### config.mk
export PLATFORM = sky130hd
export DESIGN_NAME = stream_burst_reader
export DESIGN_NICKNAME = d
export VERILOG_FILES = /design/src/rtl/stream_burst_reader.sv
export SDC_FILE = /design/constraint.sdc
export NUM_CORES = 1
export LEC_CHECK = 0
export CORE_MARGIN = 5
export CORE_UTILIZATION = 40
export CTS_BUF_LIST = sky130_fd_sc_hd__clkbuf_16
export DETAILED_ROUTE_END_ITERATION = 8
export PLACE_DENSITY = 0.78
export SETUP_SLACK_MARGIN = 0.15
export SLEW_MARGIN = 40
export SYNTH_ARGS = -nofsm -noshare
export SYNTH_HDL_FRONTEND = slang
export SYNTH_SLANG_ARGS = --single-unit
### constraint.sdc
create_clock -name clk -period 2.3 [get_ports clk]
set_clock_uncertainty 0.2 [all_clocks]
set_input_delay 0.575 -clock clk [delete_from_list [all_inputs] [get_ports clk]]
set_output_delay 0.575 -clock clk [all_outputs]
set_load 0.005 [all_outputs]
### src/rtl/stream_burst_reader.sv
// Pop-side burst consumer for the 16-deep stream FIFO: pops fixed-length bursts
// once enough words are queued, and flushes a partial burst after an idle timeout.
//
// state  | meaning
// IDLE   | no pops; deciding whether to start a full or timed-out partial burst
// BURST  | popping words into the output register
// TAIL   | last word held in the output register, waiting for its handshake
module stream_burst_reader #(
    parameter int DATA_WIDTH    = 8,
    parameter int OCC_WIDTH     = 5,
    parameter int TIMEOUT_WIDTH = 8
) (
    input  logic                     clk,
    input  logic                     resetn,
    input  logic                     io_enable,
    input  logic [OCC_WIDTH-1:0]     io_burstLen,
    input  logic [TIMEOUT_WIDTH-1:0] io_timeout,
    input  logic                     fifo_valid,
    output logic                     fifo_ready,
    input  logic [DATA_WIDTH-1:0]    fifo_payload,
    input  logic [OCC_WIDTH-1:0]     fifo_occupancy,
    output logic                     out_valid,
    input  logic                     out_ready,
    output logic [DATA_WIDTH-1:0]    out_payload,
    output logic                     out_last,
    output logic                     io_busy,
    output logic [15:0]              io_burstCount
);

    typedef enum logic [1:0] {
        ST_IDLE  = 2'd0,
        ST_BURST = 2'd1,
        ST_TAIL  = 2'd2
    } state_t;

    state_t                   state_q, state_d;
    logic [OCC_WIDTH-1:0]     remaining_q, remaining_d;
    logic [TIMEOUT_WIDTH-1:0] wait_cnt_q, wait_cnt_d;
    logic                     out_valid_q, out_valid_d;
    logic                     out_last_q, out_last_d;
    logic [DATA_WIDTH-1:0]    out_payload_q, out_payload_d;
    logic [15:0]              burst_count_q, burst_count_d;

    logic                     pop;
    logic                     out_fire;
    logic                     start_full;
    logic                     start_timeout;
    logic                     occ_nonzero;
    logic [TIMEOUT_WIDTH-1:0] timeout_m1;

    assign fifo_ready = (state_q == ST_BURST) && (remaining_q != '0) && (!out_valid_q || out_ready);
    assign pop        = fifo_valid && fifo_ready;
    assign out_fire   = out_valid_q && out_ready;
    assign occ_nonzero = (fifo_occupancy != '0);
    assign timeout_m1 = io_timeout - TIMEOUT_WIDTH'(1);

    // Full bursts win; the timeout only flushes whatever is queued when no full burst is possible.
    assign start_full    = io_enable && (io_burstLen != '0) && (fifo_occupancy >= io_burstLen);
    assign start_timeout = io_enable && (io_timeout != '0) && occ_nonzero && (wait_cnt_q == timeout_m1);

    always_comb begin
        state_d       = state_q;
        remaining_d   = remaining_q;
        wait_cnt_d    = '0;
        out_valid_d   = out_valid_q;
        out_last_d    = out_last_q;
        out_payload_d = out_payload_q;
        burst_count_d = burst_count_q;

        if (pop) begin
            out_payload_d = fifo_payload;
            out_valid_d   = 1'b1;
            out_last_d    = (remaining_q == OCC_WIDTH'(1));
            remaining_d   = remaining_q - OCC_WIDTH'(1);
        end else if (out_fire) begin
            out_valid_d = 1'b0;
        end

        case (state_q)
            ST_IDLE: begin
                if (start_full) begin
                    state_d     = ST_BURST;
                    remaining_d = io_burstLen;
                end else if (start_timeout) begin
                    state_d     = ST_BURST;
                    remaining_d = fifo_occupancy;
                end else if (io_enable && occ_nonzero) begin
                    wait_cnt_d = (wait_cnt_q == '1) ? wait_cnt_q : wait_cnt_q + TIMEOUT_WIDTH'(1);
                end
            end
            ST_BURST: begin
                if (pop && (remaining_q == OCC_WIDTH'(1))) begin
                    state_d = ST_TAIL;
                end
            end
            ST_TAIL: begin
                if (out_fire && out_last_q) begin
                    state_d       = ST_IDLE;
                    burst_count_d = burst_count_q + 16'd1;
                end
            end
            default: state_d = ST_IDLE;
        endcase
    end

    always_ff @(posedge clk or negedge resetn) begin
        if (!resetn) begin
            state_q       <= ST_IDLE;
            remaining_q   <= '0;
            wait_cnt_q    <= '0;
            out_valid_q   <= 1'b0;
            out_last_q    <= 1'b0;
            out_payload_q <= '0;
            burst_count_q <= '0;
        end else begin
            state_q       <= state_d;
            remaining_q   <= remaining_d;
            wait_cnt_q    <= wait_cnt_d;
            out_valid_q   <= out_valid_d;
            out_last_q    <= out_last_d;
            out_payload_q <= out_payload_d;
            burst_count_q <= burst_count_d;
        end
    end

    assign out_valid     = out_valid_q;
    assign out_last      = out_last_q;
    assign out_payload   = out_payload_q;
    assign io_busy       = (state_q != ST_IDLE);
    assign io_burstCount = burst_count_q;

endmodule

Word-level counts from Yosys, hierarchy flattened
Index checks and enable logic that the tools add are counted.
{"block": "op_classes", "n_addsub": 4, "mul": 0, "div_mod_pow": 0, "magnitude_cmp": 1, "n_eq_ne": 9, "shifts": 0, "n_mux": 16, "n_bitwise": 0, "n_reduce_logical": 23}
{"operator": "two-way mux 8 bit", "count": 5}
{"operator": "two-way mux 5 bit", "count": 4}
{"operator": "adder 16 x 1 -> 16 bit, second input constant", "count": 1}
{"operator": "nonzero test 5 bit", "count": 3}
{"operator": "logical AND 1 bit", "count": 12}
{"operator": "adder 8 x 1 -> 8 bit, second input constant", "count": 1}
{"operator": "== test 8 bit", "count": 1}
{"operator": "== test 8 bit, second input constant", "count": 1}
{"operator": "two-way mux 2 bit", "count": 4}
{"operator": "nonzero test 8 bit", "count": 1}
{"operator": "subtractor 8 x 1 -> 8 bit, second input constant", "count": 1}
{"operator": "case mux 2 bit (3 select lines)", "count": 1}
{"operator": "== test 5 x 1 -> 1 bit, second input constant", "count": 1}
{"operator": ">= comparator 5 bit", "count": 1}
{"operator": "!= test 5 bit, second input constant", "count": 1}
{"operator": "subtractor 5 x 1 -> 5 bit, second input constant", "count": 1}
{"operator": "nonzero test 2 bit", "count": 2}
{"operator": "!= test 3 bit, second input constant", "count": 1}
{"operator": "AND reduction 3 bit", "count": 1}
{"operator": "== test 2 x 1 -> 1 bit, second input constant", "count": 1}
{"operator": "== test 2 bit, second input constant", "count": 1}
{"operator": "zero test 2 bit", "count": 1}
{"operator": "two-way mux 1 bit", "count": 2}
{"operator": "!= test 2 x 1 -> 1 bit, second input constant", "count": 1}
{"operator": "4 further kinds", "count": 4}
{"block": "word_totals", "regBits": 41, "latch_bits": 0, "ram_bits": 0, "rom_bits": 0, "in_bits": 31, "out_inout_bits": 28, "wordCells": 60, "memories": 0}

Longest topological paths before layout
{"block": "depth", "ltp_word": 8, "mapped_depth": 8, "depth_no_buf": 8}

Worst setup path after synthesis
No wires, ideal clock.
{"block": "synth_timing", "path_kind": "input to register", "from": "in io_timeout[1]", "to": "reg remaining_q[1]", "setup_time_ps": 82, "arrival_time_ps": 2166, "required_time_ps": 2018, "slack_ps": -149, "stages": 6, "cell_sequence": "or4_4 -> o21ai_2 -> nand4b_1 -> a2111o_1 -> o31a_1 -> o22ai_1"}
{"block": "synth_between", "elab_chain_len": 7, "word_cells_on_any_way": 9, "cone_classes": "1 x add/sub; 1 x eq/ne; 3 x mux; 4 x reduce/logical"}
{"item": "from (decl)", "line": "17", "rtl": "input logic [TIMEOUT_WIDTH-1:0] io_timeout,"}
{"item": "branches (longest 3 deep; another with subtractor 8 x 1 -> 8 bit)"}
{"item": "logical AND 1 bit *", "line": "59", "rtl": "assign start_timeout = io_enable && (io_timeout != '0) && occ_nonzero && (wait_cnt_q == timeout_m1);"}
{"item": "two-way mux 5 bit *", "line": "84", "rtl": "end else if (start_timeout) begin"}
{"item": "two-way mux 5 bit *", "line": "81", "rtl": "if (start_full) begin"}
{"item": "two-way mux 5 bit *", "line": "79", "rtl": "case (state_q)"}
{"item": "via remaining_d[1]", "line": "37", "rtl": "logic [OCC_WIDTH-1:0] remaining_q, remaining_d;"}
{"item": "to (signal assigned)", "line": "117", "rtl": "remaining_q <= remaining_d;"}
{"item": "to (decl)", "line": "37"}
Mark *: on every way through the listed nets, which the timed path passes.
A chain may end at the register's enable or synchronous reset.

Final worst setup path
{"block": "layout_timing", "from": "in io_timeout[6]", "to": "reg remaining_q[2]"}
The elaborated chain is that of the path after synthesis.

==> flow_metrics.py <==
metrics = {
    "synthesis": {
        "synthCells": 227,
        "seq_area_frac_synth_pct": 44.0,
        "synth_edf_count": 0,
        "syn_area_sq_mm": 0.00233,
        "synth_area_per_cell_sq_um": 10.3,
        "yosysWarnings": 0,
        "async_flop_share_pct": 100,
        "synth-main-ff-cell": "dfrtp_1",
        "synth.distinct_cells": 44,
        "ys_seq_elements": 41,
        "synthesis.nets": 270,
    },
    "placed_design": {
        "place.gp.congestion": 0.760,
        "placed_cell_area_sq_mm": 0.00325,
        "portBuffers": 58,
        "hpwl_microns": 4270,
    },
    "route": {
        "drc": 0,
        "ant_nets": 0,
        "vias": 2099,
        "viasPerCell": 5.22,
        "drt_iter0_drc": 48,
        "wirelength_microns": 6110,
        "wire_per_inst_microns": 15.2,
        "drtPass1Iterations": 4,
    },
    "global_route": {
        "grt_max_degree": 42,
        "antenna_found_initial": 0,
        "gr-total-overflow": 0,
        "grt_pass1_wl_microns": 9940,
        "grtUsageTotal_pct": 16.6,
        "first_global_vias": 2187,
    },
    "finish": {
        "drive_gt1_share_pct": 31.5,
        "stdcell_area_sq_mm": 0.00365,
        "final_common_cell": "clkdlybuf4s50_1",
        "layout.nets": 372,
        "final_cell_mix": "43 x clkdlybuf4s50_1, 41 x dfrtp_1, 37 x buf_4, 16 x xnor2_1, 14 x xor2_1",
        "synthToLayoutAreaGrowth_pct": 56.4,
        "n_antenna_cell": 0,
    },
    "timing": {
        "max_freq_ghz": 0.415,
        "slew_headroom_pct": 65.3,
        "hold_violations": 0,
        "hold_slack_ns": 0.151,
        "drv_slew": 0,
        "min_period_ns": 2.41,
        "rsz0062_at_grt": "yes",
        "fin_ws_ns": -0.112,
        "period_share_pct": 105,
        "setup_viol": 14,
        "tightest_slew_ns": 0.521,
        "tns_ns": -0.519,
    },
    "worst_setup_path": {
        "cp.arrival_ns": 2.37,
        "path_delay_family": "compound AO/OA/AOI/OAI gates",
        "reg2reg_from": "wait_cnt_q[2]",
        "cp_num_buf_inv": 2,
        "cpPeakStageDelay_ns": 0.60,
        "crit_chain": "dlygate4sd2_1 -> buf_4 -> nor3b_1 -> o211ai_1 -> a2111o_2 -> o31ai_2 -> a2bb2oi_2",
        "start_kind": "input pin",
        "reg2reg_depth": 6,
        "critical_path_class": "in -> reg",
        "cp-end-kind": "flip-flop",
        "path_max_fanout": 8,
        "slowest_stage": "a2111o_2",
        "reg2reg_slack_ns": -0.02,
        "crit_required_ns": 2.25,
        "r2r-end": "remaining_q[2]",
    },
    "floorplan": {
        "die_height_microns": 86.3,
        "pin_count": 59,
        "die_area_sq_mm": 0.00745,
        "dieWidth_microns": 86.3,
        "core_sq_mm": 0.00557,
        "rows": 27,
        "initial_core_util_pct": 41.8,
    },
    "flow_run": {
        "maxCapViolCount": 0,
    },
    "clock_tree": {
        "cts_num_sinks": 41,
        "clkTransAtPathRegs_ns": 0.06,
        "root_buffer": "clkbuf_16",
        "clockBufferDepth": 2,
        "clk_latency_ns": 0.29,
        "htree_levels": 2,
        "numCtsBuffers": 5,
        "cts_tree": "yes",
    },
    "power": {
        "ir_drop_mv": 0.894,
        "power_uw": 2790,
        "p_leak_uw": 0.00164,
        "power_density_mw_per_mm2": 765,
    },
    "hold_path": {
        "hp-class": "in -> async",
    },
    "status": {
        "status": "finished, violations left",
        "violations": "negative setup slack",
    },
}
-- registers in the layout, summed over array words and instances (netlist names) --
| signal | cells |
|---|---|
| io_burstCount | 16 |
| out_payload | 8 |
| wait_cnt_q | 8 |
| remaining_q | 5 |
| state_q | 2 |
| out_last | 1 |
| out_valid | 1 |
-- worst max path at each step --
| stage | start | to | slack (ns) | cells after the start |
|---|---|---|---|---|
| floorplan | io_timeout[1] | remaining_q[1] | -0.08 | 6 |
| global placement | io_timeout[0] | remaining_q[2] | -0.71 | 9 |
| detailed placement | io_timeout[0] | wait_cnt_q[2] | -0.79 | 9 |
| CTS | io_timeout[1] | remaining_q[3] | -0.05 | 7 |
| global route | io_timeout[1] | remaining_q[2] | -0.20 | 7 |
| finish | io_timeout[6] | remaining_q[2] | -0.11 | 7 |
-- repair_timing --
action / 4_1_cts / 5_1_grt
setup endpoints to repair: 29 / 27
setup buffers: 3 / 2
resized for setup: 70 / 17
hold endpoints to repair: 0 / 0
hold buffers: 0 / 0
pin swaps: 19 / 4
-- metal layers --
metal	track usage [%]	share of wire [%]	wire length (microns)	vias up
met5	0	0	0	-
met3	5.61	6.1	370	17
met2	28.1	51	3110	47
met1	19.4	41	2480	1016
met4	6.09	2.4	146	0
li1	-	-	-	1019
-- metrics by stage --
| stage | utilization (%) | setup WS, ns | std cells |
|---|---|---|---|
| final | 65.4 | -0.112 | 402 |
| after global routing | 65.4 | -0.198 | 402 |
| after CTS | 63.8 | -0.0528 | 400 |
| after detailed placement | 58.3 | -0.793 | 389 |
| after global placement | 58.3 | -0.708 | 389 |
| after floorplan | - | -0.0841 | 227 |
-- logic make-up after synthesis --
kind of cell               after synthesis  share of synthesized area (%)
xor gates and xnor gates                32                           12.0
adders and majority gates               12                           6.44
muxes                                   11                           5.21
AOI/OAI and AO/OA                       31                           10.3
and+or+nand+nor                         84                           19.4
buffers and inverters                   16                           2.58
DFF                                     41                           44.0
-- cell usage after synthesis, types with 2 or more instances --
cell,n,area (sq um)
mux2_2,9,101
nor2_1,15,56.3
ha_1,12,150
o21ai_0,4,20.0
and3_1,7,43.8
nor2b_1,3,18.8
clkbuf_1,3,11.3
nand2b_1,3,18.8
nor4_1,5,31.3
dfrtp_1,41,1030
nor3b_1,2,15.0
nand4_1,6,37.5
inv_1,13,48.8
nand2_1,12,45.0
nand3b_1,3,22.5
a31oi_1,2,12.5
o31ai_1,4,30.0
xnor2_1,16,140
a21oi_1,3,15.0
nand3_1,12,60.1
mux2i_1,2,20.0
a2bb2oi_1,4,35.0
nand4b_1,2,17.5
xor2_1,16,140
nor3_1,9,45.0
-- power breakdown --
part | internal [uW] | switching (uW) | leakage (uW)
registers | 860 | 96.8 | 0.000535
clock network | 504 | 270 | 0.0000826
logic | 626 | 434 | 0.00102
total | 1990 | 801 | 0.00164
-- final cells by class --
type | instances | area, sq um
flip-flops and latches | 41 | 1030
fillers | 436 | 1930
well taps | 72 | 90.1
multi-input cells | 170 | 1440
inverters | 13 | 48.8
clock buffers | 5 | 125
repair buffers | 98 | 875
clock inverters | 3 | 37.5
(Power assumes the default switching activity.)
